### config.mk
export PLATFORM = sky130hd
export DESIGN_NAME = ship_placer_flat
export DESIGN_NICKNAME = d
export VERILOG_FILES = /design/src/rtl/battleship_pkg.sv /design/src/rtl/ship_placer_if.sv /design/src/rtl/cursor_ctrl.sv /design/src/rtl/ship_placer.sv /design/src/flat_wrapper.sv
export SDC_FILE = /design/constraint.sdc
export NUM_CORES = 1
export LEC_CHECK = 0
export BUFFER_PORTS_ARGS = -buffer_cell sky130_fd_sc_hd__buf_2
export CORE_UTILIZATION = 50
export CTS_CLUSTER_DIAMETER = 100
export DETAILED_ROUTE_END_ITERATION = 10
export PLACE_DENSITY_LB_ADDON = 0.25
export SETUP_SLACK_MARGIN = 0.4
export SLEW_MARGIN = 20
export SYNTH_ARGS = -nofsm -noshare
export SYNTH_HDL_FRONTEND = slang
export SYNTH_SLANG_ARGS = --single-unit
### constraint.sdc
create_clock -name clk -period 10.3 [get_ports clk]
set_clock_uncertainty 0.2 [all_clocks]
set_input_delay 0.515 -clock clk [delete_from_list [all_inputs] [get_ports clk]]
set_output_delay 0.515 -clock clk [all_outputs]
set_load 0.01 [all_outputs]
### src/rtl/battleship_pkg.sv
// battleship_pkg: board geometry defaults, coordinate/counter types and the
// placement FSM states shared by the ship placer and its cursor logic.
package battleship_pkg;

    localparam int GRID_SIZE = 5;
    localparam int NUM_SHIPS = 5;

    typedef logic [2:0] coord_t;
    typedef logic [2:0] count_t;

    typedef enum logic {
        PLACE = 1'b0,
        ARMED = 1'b1
    } state_t;

endpackage

### src/rtl/ship_placer_if.sv
// ship_placer_if: controller enables, button pulses, PC shots and the
// registered board/status view of the ship placer, bundled as one port.
interface ship_placer_if #(
    parameter int GRID_SIZE = battleship_pkg::GRID_SIZE
);

    logic                           en_put_barcos;
    logic                           en_move;
    logic                           btn_up;
    logic                           btn_down;
    logic                           btn_left;
    logic                           btn_right;
    logic                           btn_place;
    logic                           shot_valid;
    battleship_pkg::coord_t         shot_x;
    battleship_pkg::coord_t         shot_y;
    battleship_pkg::coord_t         cursor_x;
    battleship_pkg::coord_t         cursor_y;
    battleship_pkg::count_t         barcos_put;
    battleship_pkg::count_t         hp_player;
    logic [GRID_SIZE*GRID_SIZE-1:0] board;
    logic                           place_err;
    logic                           shot_hit;
    logic                           shot_miss;

    modport master (
        output en_put_barcos, en_move,
        output btn_up, btn_down, btn_left, btn_right, btn_place,
        output shot_valid, shot_x, shot_y,
        input  cursor_x, cursor_y, barcos_put, hp_player, board,
        input  place_err, shot_hit, shot_miss
    );

    modport slave (
        input  en_put_barcos, en_move,
        input  btn_up, btn_down, btn_left, btn_right, btn_place,
        input  shot_valid, shot_x, shot_y,
        output cursor_x, cursor_y, barcos_put, hp_player, board,
        output place_err, shot_hit, shot_miss
    );

endinterface

### src/rtl/cursor_ctrl.sv
// cursor_ctrl: board cursor. Picks at most one move per cycle (place beats
// every move, then up > down > left > right) and clamps at the board edges.
module cursor_ctrl #(
    parameter int GRID_SIZE = battleship_pkg::GRID_SIZE
) (
    input  logic                   clk,
    input  logic                   reset,
    input  logic                   en_move,
    input  logic                   btn_place,
    input  logic                   btn_up,
    input  logic                   btn_down,
    input  logic                   btn_left,
    input  logic                   btn_right,
    output battleship_pkg::coord_t cursor_x,
    output battleship_pkg::coord_t cursor_y
);

    import battleship_pkg::*;

    localparam coord_t MAX_COORD = coord_t'(GRID_SIZE - 1);

    coord_t x_next;
    coord_t y_next;

    // Choose the single winning move; an edge-crossing move leaves the cursor put.
    always_comb begin
        x_next = cursor_x;
        y_next = cursor_y;
        if (en_move && !btn_place) begin
            if (btn_up) begin
                if (cursor_y != '0) y_next = cursor_y - 3'd1;
            end else if (btn_down) begin
                if (cursor_y < MAX_COORD) y_next = cursor_y + 3'd1;
            end else if (btn_left) begin
                if (cursor_x != '0) x_next = cursor_x - 3'd1;
            end else if (btn_right) begin
                if (cursor_x < MAX_COORD) x_next = cursor_x + 3'd1;
            end
        end
    end

    // Cursor register, homed to the top-left cell on reset.
    always_ff @(posedge clk or posedge reset) begin
        if (reset) begin
            cursor_x <= '0;
            cursor_y <= '0;
        end else begin
            cursor_x <= x_next;
            cursor_y <= y_next;
        end
    end

endmodule

### src/rtl/ship_placer.sv
// ship_placer: lets the player drop single-cell ships on the board, then
// takes PC shots against the finished board. All outputs are registered.
module ship_placer #(
    parameter int GRID_SIZE = battleship_pkg::GRID_SIZE,
    parameter int NUM_SHIPS = battleship_pkg::NUM_SHIPS
) (
    input logic         clk,
    input logic         reset,
    ship_placer_if.slave bus
);

    import battleship_pkg::*;

    localparam int     CELLS     = GRID_SIZE * GRID_SIZE;
    localparam int     IDX_W     = $clog2(CELLS);
    localparam coord_t MAX_COORD = coord_t'(GRID_SIZE - 1);
    localparam count_t SHIPS     = count_t'(NUM_SHIPS);

    typedef logic [IDX_W-1:0] idx_t;

    // Row-major cell number, matching the board bitmap layout.
    function automatic idx_t cell_index(coord_t x, coord_t y);
        return idx_t'(int'(y) * GRID_SIZE + int'(x));
    endfunction

    state_t           state;
    state_t           state_next;
    coord_t           cursor_x;
    coord_t           cursor_y;
    logic [CELLS-1:0] board_q;
    count_t           barcos_q;
    count_t           hp_q;
    logic             place_err_q;
    logic             shot_hit_q;
    logic             shot_miss_q;

    logic place_accept;
    logic shot_active;
    logic shot_in_grid;
    idx_t place_idx;
    idx_t shot_idx;

    assign place_idx    = cell_index(cursor_x, cursor_y);
    assign shot_idx     = cell_index(bus.shot_x, bus.shot_y);
    assign place_accept = bus.btn_place && (state == PLACE) && bus.en_put_barcos && (barcos_q != '0);
    assign shot_active  = bus.shot_valid && (state == ARMED);
    assign shot_in_grid = (bus.shot_x <= MAX_COORD) && (bus.shot_y <= MAX_COORD);

    cursor_ctrl #(
        .GRID_SIZE (GRID_SIZE)
    ) u_cursor (
        .clk       (clk),
        .reset     (reset),
        .en_move   (bus.en_move),
        .btn_place (bus.btn_place),
        .btn_up    (bus.btn_up),
        .btn_down  (bus.btn_down),
        .btn_left  (bus.btn_left),
        .btn_right (bus.btn_right),
        .cursor_x  (cursor_x),
        .cursor_y  (cursor_y)
    );

    // Phase register: placing until the last ship lands, then armed until reset.
    always_ff @(posedge clk or posedge reset) begin
        if (reset) state <= PLACE;
        else       state <= state_next;
    end

    // Arm one cycle after the ships-to-place counter has reached zero.
    always_comb begin
        state_next = state;
        if ((state == PLACE) && (barcos_q == '0)) state_next = ARMED;
    end

    // Board, counters and one-cycle status pulses; placement and shots never overlap.
    always_ff @(posedge clk or posedge reset) begin
        if (reset) begin
            board_q     <= '0;
            barcos_q    <= SHIPS;
            hp_q        <= '0;
            place_err_q <= 1'b0;
            shot_hit_q  <= 1'b0;
            shot_miss_q <= 1'b0;
        end else begin
            place_err_q <= 1'b0;
            shot_hit_q  <= 1'b0;
            shot_miss_q <= 1'b0;
            if (place_accept) begin
                if (board_q[place_idx]) begin
                    place_err_q <= 1'b1;
                end else begin
                    board_q[place_idx] <= 1'b1;
                    barcos_q           <= barcos_q - 3'd1;
                    hp_q               <= hp_q + 3'd1;
                end
            end
            if (shot_active) begin
                if (shot_in_grid && board_q[shot_idx]) begin
                    board_q[shot_idx] <= 1'b0;
                    if (hp_q != '0) hp_q <= hp_q - 3'd1;
                    shot_hit_q <= 1'b1;
                end else begin
                    shot_miss_q <= 1'b1;
                end
            end
        end
    end

    assign bus.cursor_x   = cursor_x;
    assign bus.cursor_y   = cursor_y;
    assign bus.barcos_put = barcos_q;
    assign bus.hp_player  = hp_q;
    assign bus.board      = board_q;
    assign bus.place_err  = place_err_q;
    assign bus.shot_hit   = shot_hit_q;
    assign bus.shot_miss  = shot_miss_q;

endmodule

### src/flat_wrapper.sv
// flat-port wrapper written by rule: the top's interface ports become plain ports
module ship_placer_flat import battleship_pkg::*;
#(
    parameter int GRID_SIZE = battleship_pkg::GRID_SIZE,
    parameter int NUM_SHIPS = battleship_pkg::NUM_SHIPS
)
  (clk, reset, bus_en_put_barcos, bus_en_move, bus_btn_up, bus_btn_down, bus_btn_left, bus_btn_right, bus_btn_place, bus_shot_valid, bus_shot_x, bus_shot_y, bus_cursor_x, bus_cursor_y, bus_barcos_put, bus_hp_player, bus_board, bus_place_err, bus_shot_hit, bus_shot_miss);
  ship_placer_if #(.GRID_SIZE(GRID_SIZE)) bus_i ();
  input logic clk;
  input logic reset;
  input wire logic [$bits(bus_i.en_put_barcos)-1:0] bus_en_put_barcos;
  input wire logic [$bits(bus_i.en_move)-1:0] bus_en_move;
  input wire logic [$bits(bus_i.btn_up)-1:0] bus_btn_up;
  input wire logic [$bits(bus_i.btn_down)-1:0] bus_btn_down;
  input wire logic [$bits(bus_i.btn_left)-1:0] bus_btn_left;
  input wire logic [$bits(bus_i.btn_right)-1:0] bus_btn_right;
  input wire logic [$bits(bus_i.btn_place)-1:0] bus_btn_place;
  input wire logic [$bits(bus_i.shot_valid)-1:0] bus_shot_valid;
  input wire logic [$bits(bus_i.shot_x)-1:0] bus_shot_x;
  input wire logic [$bits(bus_i.shot_y)-1:0] bus_shot_y;
  output wire logic [$bits(bus_i.cursor_x)-1:0] bus_cursor_x;
  output wire logic [$bits(bus_i.cursor_y)-1:0] bus_cursor_y;
  output wire logic [$bits(bus_i.barcos_put)-1:0] bus_barcos_put;
  output wire logic [$bits(bus_i.hp_player)-1:0] bus_hp_player;
  output wire logic [$bits(bus_i.board)-1:0] bus_board;
  output wire logic [$bits(bus_i.place_err)-1:0] bus_place_err;
  output wire logic [$bits(bus_i.shot_hit)-1:0] bus_shot_hit;
  output wire logic [$bits(bus_i.shot_miss)-1:0] bus_shot_miss;
  assign bus_i.en_put_barcos = bus_en_put_barcos;
  assign bus_i.en_move = bus_en_move;
  assign bus_i.btn_up = bus_btn_up;
  assign bus_i.btn_down = bus_btn_down;
  assign bus_i.btn_left = bus_btn_left;
  assign bus_i.btn_right = bus_btn_right;
  assign bus_i.btn_place = bus_btn_place;
  assign bus_i.shot_valid = bus_shot_valid;
  assign bus_i.shot_x = bus_shot_x;
  assign bus_i.shot_y = bus_shot_y;
  assign bus_cursor_x = bus_i.cursor_x;
  assign bus_cursor_y = bus_i.cursor_y;
  assign bus_barcos_put = bus_i.barcos_put;
  assign bus_hp_player = bus_i.hp_player;
  assign bus_board = bus_i.board;
  assign bus_place_err = bus_i.place_err;
  assign bus_shot_hit = bus_i.shot_hit;
  assign bus_shot_miss = bus_i.shot_miss;
  ship_placer #(.GRID_SIZE(GRID_SIZE), .NUM_SHIPS(NUM_SHIPS)) u_core (.clk(clk), .reset(reset), .bus(bus_i));
endmodule
# Word level (Yosys, flattened, before mapping)
# Index checks and enable logic that the tools add are counted.
dict set report totals {
  reg_bits 41
  input_bits 16
  elab_cells 91
}
dict set report op_classes {
  add_sub_neg 9
  multipliers 2
  order_cmp 8
  n_eq_ne 2
  mux 31
  n_bitwise 7
  reduce_logical 23
}
# operator n
set op_table {}
lappend op_table {{$mux 25} 4}
lappend op_table {{$mux 3} 13}
lappend op_table {{$and 25x25->25} 1}
lappend op_table {{$not 25->25} 1}
lappend op_table {{$or 25x25->25} 1}
lappend op_table {{$lt 5x6->1 const B} 2}
lappend op_table {{$reduce_bool 3->1} 4}
lappend op_table {{$sub 3x1->3 const B} 4}
lappend op_table {{$add 5x4->5} 2}
lappend op_table {{$bmux 1 s5} 2}
lappend op_table {{$demux 1 s5} 2}
lappend op_table {{$ge 5x1->1 const B} 2}
lappend op_table {{$logic_and 1x1->1} 10}
lappend op_table {{$mul 3x3->5 const B} 2}
lappend op_table {{$mux 1} 10}
lappend op_table {{$add 3x1->3 const B} 3}
lappend op_table {{$reduce_bool 2->1} 4}
lappend op_table {{$le 3x3->1 const B} 2}
lappend op_table {{$lt 3x3->1 const B} 2}
lappend op_table {{$reduce_and 6->1} 1}
lappend op_table {{$ne 2x1->1 const B} 2}
lappend op_table {{$not 1->1} 4}
lappend op_table {{$reduce_and 4->1} 1}
lappend op_table {{$logic_not 3->1} 1}
lappend op_table {{2 further kinds} 2}

# Longest topological paths before layout
# Gate-level depths: netlist of run 1.
dict set report depth {
  depth_word 12
  mapped_depth 12
  mapped_depth_nobuf 10
}

# Cells and area by module
# From an unflattened synthesis of run 1, not the netlist that was laid out.
dict set report hier_totals {
  hier_cells 282
  hier_area_um2 2990.4
}
# mod n_inst cells_per_inst area_each_um2 seq_area_each_um2
set by_module_without_submodules {}
lappend by_module_without_submodules {ship_placer 1 246 2571.2 878.3}
lappend by_module_without_submodules {cursor_ctrl 1 36 419.2 150.1}

# Worst setup path after synthesis of run 1
# OpenSTA, ideal clock, no wires.
dict set report synth_timing {
  path_type {reg2reg}
  start {register u_core.u_cursor.cursor_y[0]}
  end {register u_core.board_q[12] (netlist: u_core.bus.board[12])}
  setup_ps 88
  arrival_time_ps 3231
  setup_slack_ps 6780
  path_stages_with_launch 13
  n_path_buf 3
  period_less_slack_ps 3520
  path_cell_list {dfrtp_1 > ha_1 > ha_1 > fa_1 > clkbuf_1 > mux4_2 > mux2_2 > nand3_1 > and4b_1 > buf_6 > buf_8 > a31oi_1 > a41oi_1}
}
dict set report synth_via {
  elab_chain_len 12
  elab_cells_between_ends 15
  classes_between {1 x add/sub; 1 x mul; 2 x order compare; 8 x mux; 2 x bitwise; 1 x reduce/logical}
}
# element line_no
set synth_lines {}
lappend synth_lines {{from (decl)} cursor_ctrl.sv:15} ;# output battleship_pkg::coord_t cursor_y
lappend synth_lines {{from (signal assigned)} cursor_ctrl.sv:49} ;# cursor_y <= y_next;
lappend synth_lines {{$mul 3x3->5 *} ship_placer.sv:23} ;# return idx_t'(int'(y) * GRID_SIZE + int'(x));
lappend synth_lines {{$add 5x4->5 *} ship_placer.sv:23}
lappend synth_lines {{$lt 5x6->1 (implied by the code) or $ge 5x1->1 (tied branches)} ship_placer.sv:93} ;# board_q[place_idx] <= 1'b1;
lappend synth_lines {{$logic_and 1x1->1 (implied by the code)} ship_placer.sv:93}
lappend synth_lines {{$mux 1 (implied by the code)} ship_placer.sv:93}
lappend synth_lines {{$demux 1 s5} --}
lappend synth_lines {{$or 25x25->25 (no source line)} --}
lappend synth_lines {{$mux 25 *} ship_placer.sv:90} ;# if (board_q[place_idx]) begin
lappend synth_lines {{$mux 25 *} ship_placer.sv:89} ;# if (place_accept) begin
lappend synth_lines {{$and 25x25->25 (no source line)} --}
lappend synth_lines {{$mux 25} ship_placer.sv:99} ;# if (shot_in_grid && board_q[shot_idx]) begin
lappend synth_lines {{$mux 25 *} ship_placer.sv:98} ;# if (shot_active) begin
lappend synth_lines {{to (signal assigned)} ship_placer.sv:79} ;# board_q <= '0;
lappend synth_lines {{to (signal, indexed assignment)} ship_placer.sv:93}
lappend synth_lines {{to (signal, indexed assignment)} ship_placer.sv:100} ;# board_q[shot_idx] <= 1'b0;
lappend synth_lines {{to (decl)} ship_placer.sv:30} ;# logic [CELLS-1:0] board_q;
# Mark *: on every way between the ends. The rest lies on a longest branch, timed or not. The select of a mux whose other input is x is not followed.
# A chain may end at the register's enable or synchronous reset.

# Final worst setup path of run 1
dict set report layout_timing {
  start {input bus_shot_y[0]}
  end {register u_core.board_q[2] (netlist: u_core.bus.board[2])}
}
dict set report layout_via {
  elab_chain_len 10
  elab_cells_between_ends 16
  classes_between {1 x add/sub; 1 x mul; 3 x order compare; 6 x mux; 2 x bitwise; 3 x reduce/logical}
}
# element line_no
set layout_lines {}
lappend layout_lines {{from (decl)} flat_wrapper.sv:20} ;# input wire logic [$bits(bus_i.shot_y)-1:0] bus_shot_y;
lappend layout_lines {{$mul 3x3->5} ship_placer.sv:23}
lappend layout_lines {{$add 5x4->5} ship_placer.sv:23}
lappend layout_lines {{$lt 5x6->1 (implied by the code) or $ge 5x1->1 (tied branches)} ship_placer.sv:100}
lappend layout_lines {{$logic_and 1x1->1 (implied by the code)} ship_placer.sv:100}
lappend layout_lines {{$mux 1 (implied by the code)} ship_placer.sv:100}
lappend layout_lines {{$demux 1 s5} --}
lappend layout_lines {{$not 25->25 (no source line)} --}
lappend layout_lines {{$and 25x25->25 (no source line)} --}
lappend layout_lines {{$mux 25 *} ship_placer.sv:99}
lappend layout_lines {{$mux 25 *} ship_placer.sv:98}
# Marked as above.

==> results of run 1 <==
==> power by group through the flow <==
stage / sequential (mW) / combinational (mW) / clock (mW)
floorplan: 0.264 / 0.448 / 0
finish: 0.252 / 0.613 / 0.106
detailed placement: 0.254 / 0.608 / 0
CTS: 0.251 / 0.609 / 0.109
global placement: 0.253 / 0.598 / 0
global route: 0.258 / 0.679 / 0.115
==> metal layers <==
layer / share of wire (%) / routed length, um / vias up
met5: 0 / 0 / -
met4: 2.2 / 155 / 0
met3: 8.8 / 611 / 13
met2: 46 / 3230 / 128
met1: 43 / 2980 / 1198
li1: - / - / 1111
==> critical path: stages <==
cell      delay (ns)
buf_2           0.11
ha_1            0.29
ha_1            0.32
fa_1            0.47
xnor2_1         0.73
nor2_1          0.14
nor4b_1         0.18
nand3b_1        0.19
nor3_2          0.56
and2_1          0.41
a41oi_1         0.17
==> registers in the layout, summed over array words and instances, names as in the netlist <==
| signal | flops |
|---|---|
| u_core.bus.barcos_put | 3 |
| u_core.bus.board | 25 |
| u_core.bus.hp_player | 3 |
| u_core.bus.place_err | 1 |
| u_core.bus.shot_hit | 1 |
| u_core.bus.shot_miss | 1 |
| u_core.state | 1 |
| u_core.u_cursor.cursor_x | 3 |
| u_core.u_cursor.cursor_y | 3 |
==> placed cells by master (no fill, tap or decap), types with 2 or more instances in the layout <==
cell type,n
ha_1,21
xor2_1,7
a41oi_1,12
inv_1,19
a31oi_1,25
nand4_1,2
nand2_1,12
nor2_1,15
a21oi_2,2
mux2i_1,6
a21o_1,2
a41o_1,4
nand3_1,3
nor3_1,4
a21oi_1,13
nor2b_1,4
buf_2,55
nand3b_1,2
o31a_1,3
clkinv_2,2
mux4_2,10
fa_1,4
mux2_2,2
and3_1,3
dfstp_2,2
clkbuf_8,5
o21ai_0,7
xnor2_1,10
dfrtp_1,39
nor4b_1,2
==> stage by stage <==
| step | instance area, um2 | hold slack, ns | worst slack (ns) |
|---|---|---|---|
| floorplan | 2880 | 0.239 | 6.78 |
| global placement | 3130 | 0.280 | 5.93 |
| detailed placement | 3130 | 0.277 | 5.82 |
| CTS | 3210 | 0.150 | 6.00 |
| global route | 3220 | 0.172 | 5.84 |
| finish | 3220 | 0.129 | 6.13 |
==> worst paths after layout <==
path                                                         start                                   end  slack (ns)
setup / recovery                                     bus_shot_y[0]         u_core.bus.board[2]$_DFF_PP0_        6.13
hold / removal                                               reset              u_core.state$_DFFE_PP0P_        0.13
setup reg to reg           u_core.u_cursor.cursor_y[0]$_DFFE_PP0P_        u_core.bus.board[15]$_DFF_PP0_        6.35
hold reg to reg                  u_core.bus.hp_player[2]$_DFF_PP0_     u_core.bus.hp_player[2]$_DFF_PP0_        0.29
max in group asynchronous                                    reset  u_core.bus.barcos_put[0]$_DFFE_PP1P_        9.40
min in group clk                 u_core.bus.hp_player[2]$_DFF_PP0_     u_core.bus.hp_player[2]$_DFF_PP0_        0.29
==> cell families after synthesis <==
kind of cell,after synthesis,share of synthesized area (%)
AOI/OAI and AO/OA,77,19.2
and+or+nand+nor,53,9.66
DFF,41,35.8
buffers and inverters,34,6.66
adders and majority gates,25,11.9
muxes,19,11.6
xor gates and xnor gates,17,5.18
==> cell type report <==
cell class              count  area, um2
fillers                   506       2320
inverters                  19       71.3
flip-flops and latches     41       1030
clock buffers               5       68.8
repair buffers             56        283
well taps                  72       90.1
clock inverters             3       17.5
multi-input cells         191       1660
==> metrics.txt, run 1 <==
status complete, no violations; total power 970 uW; Distinct cells, synth 49; sw frac 50.1%; Die ar. 0.00606 mm2; Site Rows 27; GRT Max-Usage Layer met2; Sw Pwr 486 uW; clock share of power 10.9%; Area Growth Syn to Fin 11.8%; CTS Hold Buffers Added 0; max cap viols 0; largest net degree at the start of global routing 42; cell count after synthesis 266; ant diodes 0; Core Box Area 0.00554 mm2; CP startpoint kind input port; cell with the most instances after synthesis dfrtp_1; Post-synth ARST share 100%; Final Setup Violations 0; Routed Antenna Nets 0; min cycle time layout 4.17 ns; CTS buffer count 5; critical setup path kind in -> reg; worst-margin pin slew 0.875 ns; placed instance count 379; largest area contributor in the netlist dfrtp_1; Post-CTS Resized 0; internal power 484 uW; sequential share of power 25.9%; # IOs 56; Worst-path clk slew 0.08 ns; synth cell count leaders dfrtp_1, a31oi_1, ha_1, inv_1, nor2_1; DRC 0; Synth top area share 33.9%; layout cells sized above 1 27.0%; routed len/inst 18.0 um; antenna violations before repair 0; clock tree sinks 41; GR Layer Usage met2 36.4%; Achievable Freq 240 MHz; Post-CTS Setup Inserts 0; crit-path max FO 12; die height 77.8 um; first-pass GRT wire length 11,600 um; Ys Warns 0; WP data arrival 4.10 ns; Synth Area per Inst 10.8 um2; crit end category flip-flop; post-route core utilization 58.0%; DR pass1 iterations 4; Power Dens Cells 302 mW/mm2; Die W 77.8 um; TritonCTS clock tree yes; overall routing resource usage 24.9%; Max VDD drop 0.000206 V; r2r worst-path depth 9; Area contributors post-synth dfrtp_1, ha_1, mux4_2; routed vias/inst 6.33; gpl congestion 0.850; GR Layer Usage met1 35.4%; clk root buf clkbuf_8; EDFF count, synth 0; DP Wirelength 5100 um; Syn Nets 307; vias 2,450; Leak Pwr 1.57 nW; Primary FF master, synth dfrtp_1; Required @ worst endpoint 10.23 ns; Worst-Skew Late Latency 0.30 ns; total congestion overflow 0; H-tree levels 2; hold violation total from the final report 0; nets@finish 355; Mapped Area 0.00288 mm2; final period utilization 40.5%; starting density of the core 51.9%; Hold Path Class in -> async; fin cells 387; Global Route met3 Usage 5.65%; Seq cells post-synth 41; Slew Limit Headroom 41.3%; # port buffers 55; Slew Viols, Final 0; Comb pwr share 63.2%; wire length after detailed routing 6980 um; detailed router's first-iteration violation count 232; sequential fraction of the synthesis area 35.8%; vias in the first global route 2,333; Max clock buf depth 2; final setup TNS 0 ns; RSZ-0062 raised after global routing false
Note: power is estimated with default switching activity, not from simulation.
==> run 2: changes to the inputs <==
- ABC_AREA: unset -> 1
- clock period: 10.3 -> 4.3 ns (I/O delays scaled with it)
==> metrics.txt, run 2 <==
status complete, no violations; gpl congestion 0.938 (+10%); Ys Warns 0 (unchanged); crit-path max FO 7 (-5); TritonCTS clock tree yes; CTS buffer count 5 (unchanged); DR pass1 iterations 7 (+3); synth cell count leaders nand2_1, inv_1, dfrtp_1, nor2_1, o21ai_0; CP startpoint kind flip-flop; # IOs 56 (unchanged); routed vias/inst 5.25 (-17%); Achievable Freq 306 MHz; fin cells 609 (+57%); Seq cells post-synth 41 (unchanged); Slew Limit Headroom 49.0% (+7.7 points); Worst-Skew Late Latency 0.30 ns (about the same); Area contributors post-synth dfrtp_1, nand2_1, inv_1; Power Dens Cells 824 mW/mm2 (+170%); total congestion overflow 0 (unchanged); cell count after synthesis 475 (+79%); WP data arrival 3.29 ns (-0.81 ns); internal power 1.38 mW (+190%); Post-CTS Resized 0 (unchanged); Final Setup Violations 0 (unchanged); Area Growth Syn to Fin 12.9%; sequential fraction of the synthesis area 30.8% (-4.9 points); sequential share of power 22.1% (-3.8 points); first-pass GRT wire length 14,300 um (+24%); Slew Viols, Final 0 (unchanged); Synth Area per Inst 7.02 um2 (-35%); hold violation total from the final report 0 (unchanged); DRC 0 (unchanged); EDFF count, synth 0 (unchanged); Syn Nets 516 (+68%); RSZ-0062 raised after global routing false; detailed router's first-iteration violation count 240 (+3.4%); clk root buf clkbuf_8; Worst-path clk slew 0.08 ns (about the same); H-tree levels 2 (unchanged); commonest non-fill, non-tap cell in the layout nand2_1; Max VDD drop 0.000372 V (+81%); layout cells sized above 1 20.5% (-6.5 points); clock share of power 10.0% (-0.9 points); vias 3,198 (+31%); max cap viols 0 (unchanged); final period utilization 75.9%; Site Rows 29 (+7.4%); clock tree sinks 41 (unchanged); total power 3.10 mW (+220%); vias in the first global route 3,049 (+31%); starting density of the core 52.2% (+0.32 points); cell with the most instances after synthesis nand2_1; largest area contributor in the netlist dfrtp_1; wire length after detailed routing 8360 um (+20%); Hold Path Class in -> reg; commonest non-fill, non-tap cells in the layout nand2_1, inv_1, buf_2, dfrtp_1, nor2_1; Die W 83.7 um (+7.5%); die height 83.7 um (+7.5%); DP Wirelength 6370 um (+25%); antenna violations before repair 0 (unchanged); Synth top area share 29.3% (-4.7 points); nets@finish 573 (+61%); Max clock buf depth 2 (unchanged); min cycle time layout 3.26 ns; ant diodes 0 (unchanged); Routed Antenna Nets 0 (unchanged); max reg flops 25 (unchanged); Sw Pwr 1.72 mW (+250%); sw frac 55.5% (+5.3 points); placed instance count 601 (+59%); critical setup path kind reg -> reg; Fillers 619 (+22%); Required @ worst endpoint 4.32 ns (-5.91 ns); Post-synth ARST share 100% (unchanged); # port buffers 55 (unchanged); routed len/inst 13.7 um (-24%); final setup TNS 0 ns (unchanged); Leak Pwr 2.02 nW (+29%); Mapped Area 0.00333 mm2 (+16%); Core Box Area 0.00639 mm2 (+15%); largest net degree at the start of global routing 42 (unchanged); Die ar. 0.00700 mm2 (+16%); worst-margin pin slew 0.755 ns (-0.119 ns); crit end category flip-flop; overall routing resource usage 25.3% (+0.40 points); Distinct cells, synth 37 (-24%); Comb pwr share 67.9% (+4.7 points); Primary FF master, synth dfrtp_1
[run 2: path summary, 6_finish.rpt]
| check | start | slack, ns | cells past startpoint | end |
|---|---|---|---|---|
| setup / recovery | u_core.u_cursor.cursor_y[2]$_DFFE_PP0P_ | 1.04 | 13 | u_core.bus.barcos_put[2]$_DFFE_PP1P_ |
| hold / removal | bus_btn_down | 0.11 | 4 | u_core.u_cursor.cursor_x[0]$_DFFE_PP0P_ |
| setup reg to reg | u_core.u_cursor.cursor_y[2]$_DFFE_PP0P_ | 1.04 | 13 | u_core.bus.barcos_put[2]$_DFFE_PP1P_ |
| hold reg to reg | u_core.state$_DFFE_PP0P_ | 0.29 | 2 | u_core.state$_DFFE_PP0P_ |
| max in group asynchronous | reset | 3.16 | 4 | u_core.bus.barcos_put[0]$_DFFE_PP1P_ |
| min in group asynchronous | reset | 0.38 | 4 | u_core.bus.board[2]$_DFF_PP0_ |
[run 2: cell families after synthesis]
logic type	synth area share, %
adders and majority gates	10.3
and+or+nand+nor	28.9
DFF	30.8
AOI/OAI and AO/OA	14.6
buffers and inverters	12.5
xor gates and xnor gates	2.85
[run 2: routing by layer]
layer	vias up	part of all wire, %	global-route usage [%]
met3	15	6.0	4.25
met4	0	1.2	7.55
met1	1465	46	34.7
met5	-	0	0
li1	1603	-	-
met2	115	47	41.1
[run 2: area by class of cell]
class / instances / area [um2] / share of cell area (%)
inverters: 91 / 342 / 9.07
clock buffers: 5 / 68.8 / 1.83
clock inverters: 2 / 35.0 / 0.930
repair buffers: 59 / 308 / 8.17
well taps: 77 / 96.3 / 2.56
flip-flops and latches: 41 / 1030 / 27.3
multi-input cells: 334 / 1890 / 50.1
[run 2: power by group through the flow]
stage	combinational, mW	sequential [mW]	clock (mW)
finish	2.11	0.687	0.311
global route	2.37	0.708	0.332
CTS	2.07	0.687	0.315
detailed placement	2.06	0.693	0
global placement	2.02	0.690	0
floorplan	1.45	0.744	0
[run 2: repair_timing]
action,in CTS,in global routing
setup buffers,0,0
hold endpoints to repair,39,0
hold buffers,1,0
[run 2: stage by stage]
step | cell area [um2] | utilization [%] | hold slack (ns) | setup slack [ns]
2_1_floorplan | 3330 | - | 0.244 | 1.44
3_3_place_gp | 3650 | 57.2 | 0.162 | 1.09
3_5_place_dp | 3650 | 57.2 | 0.171 | 0.967
4_1_cts | 3770 | 59.0 | 0.0992 | 1.06
5_1_grt | 3770 | 59.0 | 0.142 | 0.800
6_report | 3770 | 59.0 | 0.106 | 1.04
[run 2: worst max-delay path, stage by stage (launching register included)]
cell,delay [ns]
dfrtp_1,0.46
ha_1,0.31
ha_1,0.32
fa_1,0.71
inv_1,0.19
nand2_1,0.12
o21ai_0,0.08
nand2_1,0.09
nand2_1,0.05
nand2_1,0.17
nand2_2,0.14
inv_1,0.12
nand2_1,0.07
xor2_1,0.16
